### config.mk
export PLATFORM = sky130hd
export DESIGN_NAME = path_phase_sequencer
export DESIGN_NICKNAME = d
export VERILOG_FILES = /design/src/rtl/path_phase_sequencer_pkg.sv /design/src/rtl/path_beat_counter.sv /design/src/rtl/path_phase_sequencer.sv
export SDC_FILE = /design/constraint.sdc
export NUM_CORES = 1
export LEC_CHECK = 0
export CORE_ASPECT_RATIO = 0.6
export CORE_MARGIN = 2
export CORE_UTILIZATION = 43
export DETAILED_ROUTE_END_ITERATION = 10
export PLACE_DENSITY = 0.8
export SYNTH_ARGS = -nofsm -noshare
export SYNTH_HDL_FRONTEND = slang
export SYNTH_SLANG_ARGS = --single-unit
### constraint.sdc
create_clock -name Clock -period 1.86 [get_ports Clock]
set_input_delay 0.558 -clock Clock [delete_from_list [all_inputs] [get_ports Clock]]
set_output_delay 0.558 -clock Clock [all_outputs]
set_load 0.02 [all_outputs]
### src/rtl/path_phase_sequencer_pkg.sv
// Shared definitions for the Path ORAM path-phase sequencer: state encoding,
// address-generator direction codes and the per-path beat count.
package path_phase_sequencer_pkg;

   typedef enum logic [2:0] {
      ST_INIT_WAIT  = 3'd0,
      ST_FETCH_LEAF = 3'd1,
      ST_START_RD   = 3'd2,
      ST_WAIT_RD    = 3'd3,
      ST_START_WR   = 3'd4,
      ST_WAIT_WR    = 3'd5,
      ST_HALTED     = 3'd6
   } seq_state_t;

   localparam logic AGRW_READ  = 1'b1;
   localparam logic AGRW_WRITE = 1'b0;

   // A path spans every bucket from root to leaf, each bucket a fixed burst count.
   function automatic int path_beats(input int oraml, input int bkt_bursts);
      return (oraml + 1) * bkt_bursts;
   endfunction

endpackage

### src/rtl/path_beat_counter.sv
// Beat counter for one path phase; stops at PathBeats so that excess beats
// never wrap the count back into a legal-looking value.
module path_beat_counter #(
   parameter int PathBeats = 44,
   parameter int CntWidth  = $clog2(PathBeats + 1)
) (
   input  logic                Clock,
   input  logic                Reset,
   input  logic                Clear,
   input  logic                Enable,
   output logic [CntWidth-1:0] Count,
   output logic                Full
);

   localparam logic [CntWidth-1:0] MAX_COUNT = CntWidth'(PathBeats);

   logic [CntWidth-1:0] count_reg;

   always_ff @(posedge Clock) begin
      if (Reset) begin
         count_reg <= '0;
      end else if (Clear) begin
         count_reg <= '0;
      end else if (Enable && (count_reg != MAX_COUNT)) begin
         count_reg <= count_reg + 1'b1;
      end
   end

   assign Count = count_reg;
   assign Full  = (count_reg == MAX_COUNT);

endmodule

### src/rtl/path_phase_sequencer.sv
// Top-level Path ORAM traffic controller: alternates a read path and a write
// path on one random leaf, stopping only between complete path pairs.
module path_phase_sequencer
   import path_phase_sequencer_pkg::*;
#(
   parameter int ORAML            = 10,
   parameter int BktSize_DRBursts = 4
) (
   input  logic             Clock,
   input  logic             Reset,
   input  logic             InitDone,
   input  logic             Halt,
   input  logic [ORAML-1:0] LeafIn,
   input  logic             LeafInValid,
   output logic             LeafInReady,
   output logic             AGStart,
   input  logic             AGReady,
   output logic             AGRW,
   output logic [ORAML-1:0] AGLeaf,
   input  logic             ReadBeat,
   input  logic             WriteBeat,
   output logic             Reading,
   output logic             Writing,
   output logic             PairDone,
   output logic [31:0]      PathCount,
   output logic             Halted,
   output logic             ErrBeat
);

   localparam int PathBeats = path_beats(ORAML, BktSize_DRBursts);
   localparam int CntWidth  = $clog2(PathBeats + 1);
   localparam logic [CntWidth-1:0] PATH_BEATS_C = CntWidth'(PathBeats);

   seq_state_t          state_reg, state_next;
   logic [ORAML-1:0]    ag_leaf_reg;
   logic [31:0]         path_count_reg;
   logic                pair_done_reg, pair_done_next;
   logic                err_reg;
   logic                leaf_load, cnt_clear, cnt_en, cnt_full;
   logic                rd_phase, wr_phase, err_set;
   logic [CntWidth-1:0] beat_count;

   assign rd_phase = (state_reg == ST_START_RD) || (state_reg == ST_WAIT_RD);
   assign wr_phase = (state_reg == ST_START_WR) || (state_reg == ST_WAIT_WR);
   assign cnt_en   = (rd_phase && ReadBeat) || (wr_phase && WriteBeat);

   // Stray beats and beats beyond a full path are both protocol violations.
   assign err_set  = (ReadBeat && !rd_phase) || (WriteBeat && !wr_phase) ||
                     (cnt_en && cnt_full);

   path_beat_counter #(
      .PathBeats (PathBeats),
      .CntWidth  (CntWidth)
   ) u_cnt (
      .Clock  (Clock),
      .Reset  (Reset),
      .Clear  (cnt_clear),
      .Enable (cnt_en),
      .Count  (beat_count),
      .Full   (cnt_full)
   );

   always_ff @(posedge Clock) begin
      if (Reset) begin
         state_reg      <= ST_INIT_WAIT;
         ag_leaf_reg    <= '0;
         path_count_reg <= '0;
         pair_done_reg  <= 1'b0;
         err_reg        <= 1'b0;
      end else begin
         state_reg     <= state_next;
         pair_done_reg <= pair_done_next;
         err_reg       <= err_reg || err_set;
         if (leaf_load) begin
            ag_leaf_reg <= LeafIn;
         end
         if (pair_done_next) begin
            path_count_reg <= path_count_reg + 32'd1;
         end
      end
   end

   always_comb begin
      state_next     = state_reg;
      leaf_load      = 1'b0;
      cnt_clear      = 1'b0;
      pair_done_next = 1'b0;
      LeafInReady    = 1'b0;
      AGStart        = 1'b0;
      AGRW           = AGRW_WRITE;
      Reading        = 1'b0;
      Writing        = 1'b0;
      Halted         = 1'b0;
      case (state_reg)
         ST_INIT_WAIT: begin
            if (InitDone) state_next = ST_FETCH_LEAF;
         end
         ST_FETCH_LEAF: begin
            // Halt wins so a pending leaf is left unconsumed.
            if (Halt) begin
               state_next = ST_HALTED;
            end else begin
               LeafInReady = 1'b1;
               if (LeafInValid) begin
                  leaf_load  = 1'b1;
                  cnt_clear  = 1'b1;
                  state_next = ST_START_RD;
               end
            end
         end
         ST_START_RD: begin
            AGStart = 1'b1;
            AGRW    = AGRW_READ;
            Reading = 1'b1;
            if (AGReady) state_next = ST_WAIT_RD;
         end
         ST_WAIT_RD: begin
            Reading = 1'b1;
            if (beat_count == PATH_BEATS_C && AGReady) begin
               cnt_clear  = 1'b1;
               state_next = ST_START_WR;
            end
         end
         ST_START_WR: begin
            AGStart = 1'b1;
            AGRW    = AGRW_WRITE;
            Writing = 1'b1;
            if (AGReady) state_next = ST_WAIT_WR;
         end
         ST_WAIT_WR: begin
            Writing = 1'b1;
            if (beat_count == PATH_BEATS_C && AGReady) begin
               pair_done_next = 1'b1;
               state_next     = ST_FETCH_LEAF;
            end
         end
         ST_HALTED: begin
            Halted = 1'b1;
         end
         default: begin
            state_next = ST_INIT_WAIT;
         end
      endcase
   end

   assign AGLeaf    = ag_leaf_reg;
   assign PathCount = path_count_reg;
   assign PairDone  = pair_done_reg;
   assign ErrBeat   = err_reg;

endmodule

Yosys cells after proc, flatten, opt, wreduce, memory -nomap -nowiden
Cells that the tools add are included.

Bits of input ports: 18. Register bits: 53. Word-level logic and storage cells: 65. Output and inout port bits: 50.

Bitwise gates (word level): 1. Mux-type cells: 21. Reduce and logical (&&, ||, !) cells: 21. $add $sub $neg: 2. Equal/unequal tests: 14.

Operators with widths (number): $add 32x1->32 const B (1); $mux 3 (7); $pmux 3 s7 (1); $mux 1 (12); $eq 3x3->1 const B (3); $reduce_or 2->1 (4); $logic_and 1x1->1 (7); $reduce_and 7->1 (1); $add 6x1->6 const B (1); $eq 3x2->1 const B (2); $eq 6x6->1 const B (1); $logic_or 1x1->1 (6); $ne 2x2->1 const B (3); $ne 6x6->1 const B (1); $ne 2x1->1 const B (2); $eq 3x1->1 const B (1); $logic_not 3->1 (1); $ne 3x3->1 const B (1); $logic_not 1->1 (2); $pmux 1 s2 (1); $not 1->1 (1).

Depth between registers and ports, before layout
Gate-level depths: netlist (run 1).

Depth after elaboration: 7. Mapped depth: 9.

Modules after synthesis
A second synthesis (run 1) with hierarchy kept.

Cells, all modules: 325. Area total of the unflattened synthesis: 2720.1 µm².

By module, submodules not included: path_phase_sequencer (area an instance 2392.3 µm², cells each 287, sequential area each 940.9 µm², instances 1); path_beat_counter (area an instance 327.8 µm², cells each 38, sequential area each 120.1 µm², instances 1).

Worst setup path before layout (run 1)
Ideal clock, no wire load.

Kind: flip-flop to flip-flop. Start point: register path_count_reg[9], in the netlist PathCount[9]. End point: register path_count_reg[22], in the netlist PathCount[22]. Cell stages (with the launch flop): 7. Buffers on the path: 2. Required time: 1.790 ns. Arrival time: 2.067 ns. Library setup time: 0.070 ns. Path slack: -0.278 ns. Cells stage by stage: dfxtp_1 > nand4_2 > or4_1 > buf_2 > buf_6 > or4_1 > a21oi_1.

Word-level cells in the longest chain between the ends: 1.

RTL lines: from (decl) (RTL line path_phase_sequencer.sv:36) `logic [31:0] path_count_reg;`; from (signal assigned) (RTL line path_phase_sequencer.sv:78) `path_count_reg <= path_count_reg + 32'd1;`; $add 32x1->32 (RTL line path_phase_sequencer.sv:78).

No other way between the ends. A chain may end at the register's enable or synchronous reset.

Worst setup path in the final report (run 1)
Start point: register path_count_reg[0], in the netlist PathCount[0]. End point: register path_count_reg[23], in the netlist PathCount[23].

Same word-level chain as after synthesis.

==> flow_metrics.tcl, run 1 <==
set metrics [dict create \
    status "finished, violations left" \
    violations "negative setup slack" \
    powerDensity_mw_per_mm2 514 \
    design_area_sq_mm 0.00425 \
    async_flop_share 0 \
    multi_input_area_sq_mm 0.00162 \
    synth_top_family_by_area "simple AND/OR/NAND/NOR gates" \
    synthesis.nets 336 \
    hold_viol 0 \
    slew_violations 0 \
    period_share 1.04 \
    min_path_cells 2 \
    grt_pass1_wl_mm 13.1 \
    vias 2947 \
    hp-start "AGLeaf[8]" \
    finalSetupViolations 14 \
    hp-class "reg -> reg" \
    ios 68 \
    areaGrowthSynthToFinish_pct 63.2 \
    io_buffers 67 \
    synth_edf_count 0 \
    max_freq_ghz 0.517 \
    drc_errors 0 \
    internal_power_w 0.00161 \
    post-route-min-period_ns 1.93 \
    fillers 417 \
    drive_gt1_frac 0.348 \
    rrSetupSlack_ns -0.07 \
    routed_via_density 5.60 \
    wl_per_cell_microns 15.5 \
    cts_root_buffer "clkbuf_8" \
    power_frac_seq 0.541 \
    path_class "reg -> reg" \
    dp_hpwl_mm 5.34 \
    r2r-end "PathCount[23]" \
    start_util 0.456 \
    power_switching_w 0.000575 \
    clk_latency_ns 0.31 \
    pwr-share-comb 0.168 \
    gp_congestion 0.847 \
    clkTransAtPathRegs_ns 0.09 \
    ys_ff_latch 53 \
    core_sq_mm 0.00570 \
    place_area_sq_mm 0.00377 \
    dieArea_sq_mm 0.00671 \
    synth_ff_type "dfxtp_1" \
    track_usage 0.240 \
    sw_frac_of_total 0.264 \
    min_to "AGLeaf[8]" \
    synth-simple-area-share 0.288 \
    seq_area_sq_mm 0.00110 \
    worstMarginPinSlew_ns 0.295 \
    synth_fa_ha_area_frac 0.0144 \
    drt-pass1-iter-count 5 \
    routed_wl_mm 8.16 \
    clockPowerShare 0.292 \
    synth.yosys.seq_area_share 0.408 \
    grt_start_max_net_pins 19 \
    drv_cap 0 \
    syn_area_sq_mm 0.00260 \
    drtAntennaViolNets 0 \
    drtIter0Drc 169 \
    cp-end-kind "register" \
    numCtsBuffers 5 \
    grt_overflow 0 \
    crit_required_ns 2.11 \
    p_leak_nw 1.79 \
    reg2reg_from "PathCount[0]" \
    ir_drop_uv 460 \
    largest_register_ffs 32 \
    worst_slack_ns -0.0729 \
    finClkSkew_ns 0.0124 \
    reg2regPathDepth 6 \
    fin_cells 526 \
    cts_num_sinks 53 \
    final_nets 466 \
    cts_tree "done" \
    synth_cell_types 41 \
    antenna_found_initial 0 \
    cts_htree_levels 2 \
    crit_fanout 7 \
    synthXorXnorAreaFrac 0.0135 \
    rsz0062_at_grt "yes" \
    clockBufferDepth 2 \
    arrival_ns 2.18 \
    synth_compound_area_frac 0.182 \
    die_y_microns 64.2 \
    syn_inst 315 \
    relSlewSlack 0.802 \
    ys_warn_count 0 \
    antenna_cells 0 \
    postSynthAreaPerCell_sq_um 8.26 \
    std_cell_rows 21 \
    fp.dieW_microns 104 \
    grt_pass1_vias 2754 \
    synth.area.mux_share 0.0366 \
    start_kind "register" \
    numPlacedInstances 494 \
]
==> synthesized netlist by cell type (all sizes together), types with 3 or more instances <==
master  number  share of area
dfxtp       53           0.41
a21oi       42          0.081
or4         24          0.070
nand3       23          0.044
o31ai       22          0.063
nand2       20          0.029
nor2        19          0.027
clkbuf      17          0.025
nand4       15          0.038
inv         13          0.019
o21ai        8          0.015
buf          7          0.015
or3          6          0.014
mux2i        5          0.019
mux2         4          0.017
and3         3         0.0072
and3b        3          0.010
and4         3          0.010
ha           3          0.014
==> final cells by class <==
| type | instances | area share |
|---|---|---|
| well taps | 80 | 0.0236 |
| inverters | 13 | 0.0115 |
| flip-flops and latches | 53 | 0.260 |
| multi-input cells | 225 | 0.381 |
| repair buffers | 147 | 0.305 |
| clock buffers | 8 | 0.0189 |
==> layout by cell type, fill, tap and decap left out, types with 5 or more instances in the layout <==
master | netlist | final
a21oi_1 | 42 | 32
dlygate4sd2_1 | 0 | 31
dlymetal6s2s_1 | 0 | 5
a21oi_2 | 0 | 10
clkdlybuf4s50_1 | 0 | 24
nand2_1 | 20 | 20
o21ai_0 | 8 | 8
dfxtp_4 | 0 | 8
or4_1 | 22 | 13
inv_1 | 13 | 11
nand4_1 | 14 | 14
or3_1 | 6 | 6
nor2_1 | 19 | 19
buf_6 | 1 | 10
dfxtp_1 | 53 | 35
clkbuf_8 | 0 | 5
buf_4 | 0 | 68
o31ai_1 | 22 | 19
mux2i_1 | 5 | 5
dfxtp_2 | 0 | 10
or4_4 | 0 | 11
nand3_1 | 23 | 21
==> worst max path at each step <==
stage,from,end
2_1_floorplan,PathCount[0],PathCount[22]
3_3_place_gp,Halt,LeafInReady
5_1_grt,PathCount[0],PathCount[23]
4_1_cts,PathCount[0],PathCount[24]
6_report,PathCount[0],PathCount[23]
3_5_place_dp,Halt,LeafInReady
==> what timing repair did <==
item,CTS,global route
resized for setup,89,37
pin swaps,27,15
setup buffers,13,8
hold buffers,0,0
gates cloned,3,1
setup endpoints to repair,63,38
==> logic make-up (layout without fill, tap and decap cells) <==
family | after synthesis | count (layout)
adders and majority gates | 3 | 3
xor gates and xnor gates | 4 | 4
DFF | 53 | 53
muxes | 9 | 9
and+or+nand+nor | 130 | 130
buffers and inverters | 37 | 168
AOI/OAI and AO/OA | 79 | 79
==> power by group through the flow <==
stage	clock network, W	logic (W)	registers, W
after global routing	0.000706	0.000396	0.00118
after CTS	0.000645	0.000356	0.00118
final	0.000637	0.000366	0.00118
after detailed placement	0	0.000349	0.00120
after global placement	0	0.000340	0.00120
after floorplan	0	0.000162	0.00120
==> metal layers <==
| layer | up-vias | share of wire | GRT usage |
|---|---|---|---|
| met5 | - | 0 | 0 |
| met4 | 0 | 0.013 | 0.0473 |
| met3 | 16 | 0.067 | 0.0612 |
| met2 | 97 | 0.45 | 0.386 |
| met1 | 1391 | 0.47 | 0.327 |
| li1 | 1443 | - | - |
==> critical path, stage by stage, from the launching register on <==
cell and delay, ns:
dfxtp_4 0.37, buf_4 0.14, nand4_1 0.11, or4_4 0.46
buf_6 0.15, or4_4 0.51, a21oi_2 0.14
==> per-stage QoR <==
step	utilization	setup WS, ns	hold slack (ns)	power (W)	TNS [ns]
finish	0.745	-0.0729	0.457	0.00218	-0.524
global route	0.745	-0.145	0.485	0.00229	-2.21
CTS	0.713	-0.0590	0.458	0.00218	-0.289
detailed placement	0.662	-0.685	0.447	0.00155	-21.02
global placement	0.662	-0.685	0.441	0.00154	-19.04
floorplan	-	-0.0876	0.466	0.00136	-0.112
No activity file was read; power rests on OpenSTA's default activity.
==> inputs of run 2 (changes only) <==
--- a/config.mk
+++ b/config.mk
@@ -5,11 +5,13 @@
 export SDC_FILE = /design/constraint.sdc
 export NUM_CORES = 1
 export LEC_CHECK = 0
+export CAP_MARGIN = 20
 export CORE_ASPECT_RATIO = 0.6
 export CORE_MARGIN = 2
 export CORE_UTILIZATION = 43
 export DETAILED_ROUTE_END_ITERATION = 10
 export PLACE_DENSITY = 0.8
+export REMOVE_ABC_BUFFERS = 1
 export SYNTH_ARGS = -nofsm -noshare
 export SYNTH_HDL_FRONTEND = slang
 export SYNTH_SLANG_ARGS = --single-unit
==> run 2 against run 1 <==
Net effect:
- the run still ends with negative setup slack left
- highest routed layer unchanged
- critical path type unchanged
- sequential power barely moved
- non-clock buffer count fell by 9
- wire length rose by 4.2%
==> flow_metrics.tcl, run 2 (synthesis results as in run 1) <==
set metrics [dict create \
    cts_htree_levels 2 \
    r2r-end "PathCount[27]" \
    std_cell_rows 21 \
    design_area_sq_mm 0.00410 \
    start_util 0.456 \
    power_switching_w 0.000601 \
    ios 68 \
    dp_hpwl_mm 5.38 \
    drtIter0Drc 178 \
    finalSetupTns_ns -1.26 \
    relSlewSlack 0.680 \
    crit_chain "buf_6 -> nand4_1 -> or4_4 -> bufbuf_16 -> o31ai_1 -> a21oi_2" \
    largest_register_ffs 32 \
    worst_slack_ns -0.205 \
    numPlacedInstances 490 \
    hp-class "reg -> reg" \
    drv_cap 0 \
    core_sq_mm 0.00570 \
    status "finished, violations left" \
    worstMarginPinSlew_ns 0.481 \
    crit_fanout 8 \
    min_to "AGLeaf[9]" \
    clockBufferDepth 2 \
    reg2reg_from "PathCount[0]" \
    grt_pass1_wl_mm 13.2 \
    finalPower_w 0.00228 \
    rsz0062_at_grt "yes" \
    sw_frac_of_total 0.263 \
    fin_util 0.719 \
    path_buf_inv 2 \
    drc_errors 0 \
    rrSetupSlack_ns -0.21 \
    cts_tree "done" \
    path_class "reg -> reg" \
    violations "negative setup slack" \
    place_area_sq_mm 0.00368 \
    antenna_found_initial 0 \
    wl_per_cell_microns 16.4 \
    routed_wl_mm 8.50 \
    reg2regPathDepth 6 \
    period_share 1.11 \
    min_path_cells 2 \
    cts_root_buffer "clkbuf_8" \
    finalSetupViolations 17 \
    grt_pass1_vias 2744 \
    vias 2955 \
    clkTransAtPathRegs_ns 0.10 \
    cts_num_sinks 53 \
    max_freq_ghz 0.484 \
    fp.dieW_microns 104 \
    hold_viol 0 \
    io_buffers 67 \
    arrival_ns 2.26 \
    post-route-min-period_ns 2.07 \
    clockPowerShare 0.318 \
    die_y_microns 64.2 \
    clk_latency_ns 0.31 \
    final_cell_mix "buf_4, dfxtp_1, a21oi_1" \
    final_common_cell "buf_4" \
    p_leak_nw 1.76 \
    powerDensity_mw_per_mm2 556 \
    crit_required_ns 2.06 \
    fin_cells 517 \
    routed_via_density 5.72 \
    track_usage 0.240 \
    hp-start "AGLeaf[9]" \
    finClkSkew_ns 0.00901 \
    crit_family "simple AND/OR/NAND/NOR gates" \
    numCtsBuffers 5 \
    dieArea_sq_mm 0.00671 \
    pwr-share-comb 0.161 \
    slowest_delay_ns 0.54 \
    drtAntennaViolNets 0 \
    final_nets 457 \
    slew_violations 0 \
    internal_power_w 0.00168 \
    antenna_cells 0 \
    drive_gt1_frac 0.311 \
    gp_congestion 0.798 \
    areaGrowthSynthToFinish_pct 57.7 \
    ir_drop_uv 341 \
    drt-pass1-iter-count 5 \
    grt_overflow 0 \
    grt_start_max_net_pins 31 \
    power_frac_seq 0.521 \
    start_kind "register" \
    crit_slowest_cell "or4_4" \
    cp-end-kind "register" \
]
==> run 2: cell count changes in the layout (fill, tap and decap cells not counted), moves of 3 or more <==
cell,before,now
clkbuf_1,3,0
dfxtp_4,8,3
a21oi_1,32,35
buf_4,68,59
a21oi_2,10,7
o31ai_2,1,4
dfxtp_1,35,42
clkdlybuf4s50_1,24,21
==> run 2: metrics by stage <==
stage | hold slack (ns) | worst slack [ns]
floorplan | 0.466 | -1.33
global route | 0.482 | -0.240
detailed placement | 0.447 | -0.711
global placement | 0.441 | -0.690
CTS | 0.459 | -0.0830
finish | 0.456 | -0.205
==> run 2: worst min-delay path: cells and delay by family, from the launching register on <==
kind,cells,cell delay (ns)
AOI/OAI and AO/OA,1,0.05
DFF,1,0.31
and+or+nand+nor,1,0.05
==> run 2: what timing repair did <==
action	4_1_cts	5_1_grt
endpoints found under the setup margin	79	40
gates cloned	3	0
hold buffers	0	0
buffers inserted	9	8
resized for setup	89	42
pin swaps	18	20
==> run 2: worst max-delay path by stage <==
stage / start / end / slack, ns / cells after the start
2_1_floorplan: Halt / u_cnt.Count[0] / -1.33 / 4
3_3_place_gp: Halt / LeafInReady / -0.69 / 3
3_5_place_dp: Halt / LeafInReady / -0.71 / 3
4_1_cts: PathCount[0] / PathCount[24] / -0.08 / 6
5_1_grt: PathCount[0] / PathCount[27] / -0.24 / 6
6_report: PathCount[0] / PathCount[27] / -0.21 / 6
==> run 2: final cells by class <==
type                       count  area [sq um]
clock inverter                 1          5.00
clock buffer                   7          96.3
timing repair buffer         138          1240
multi-input combinational    225          1530
sequential                    53          1080
tap                           80           100
fill                         456          1600
inverter                      13          48.8
==> run 2: routing by layer <==
metal	GRT usage	up-vias	wire (microns)
met5	0	-	0
met4	0.0760	0	104
met3	0.0643	10	662
met2	0.366	124	3840
met1	0.330	1401	3890
li1	-	1420	-
==> run 2: power groups by stage <==
stage          registers, W  clock network, W  logic [W]
2_1_floorplan       0.00122                 0   0.000123
3_3_place_gp        0.00121                 0   0.000323
3_5_place_dp        0.00121                 0   0.000331
4_1_cts             0.00119          0.000727   0.000333
5_1_grt             0.00119          0.000787   0.000394
6_report            0.00119          0.000725   0.000366
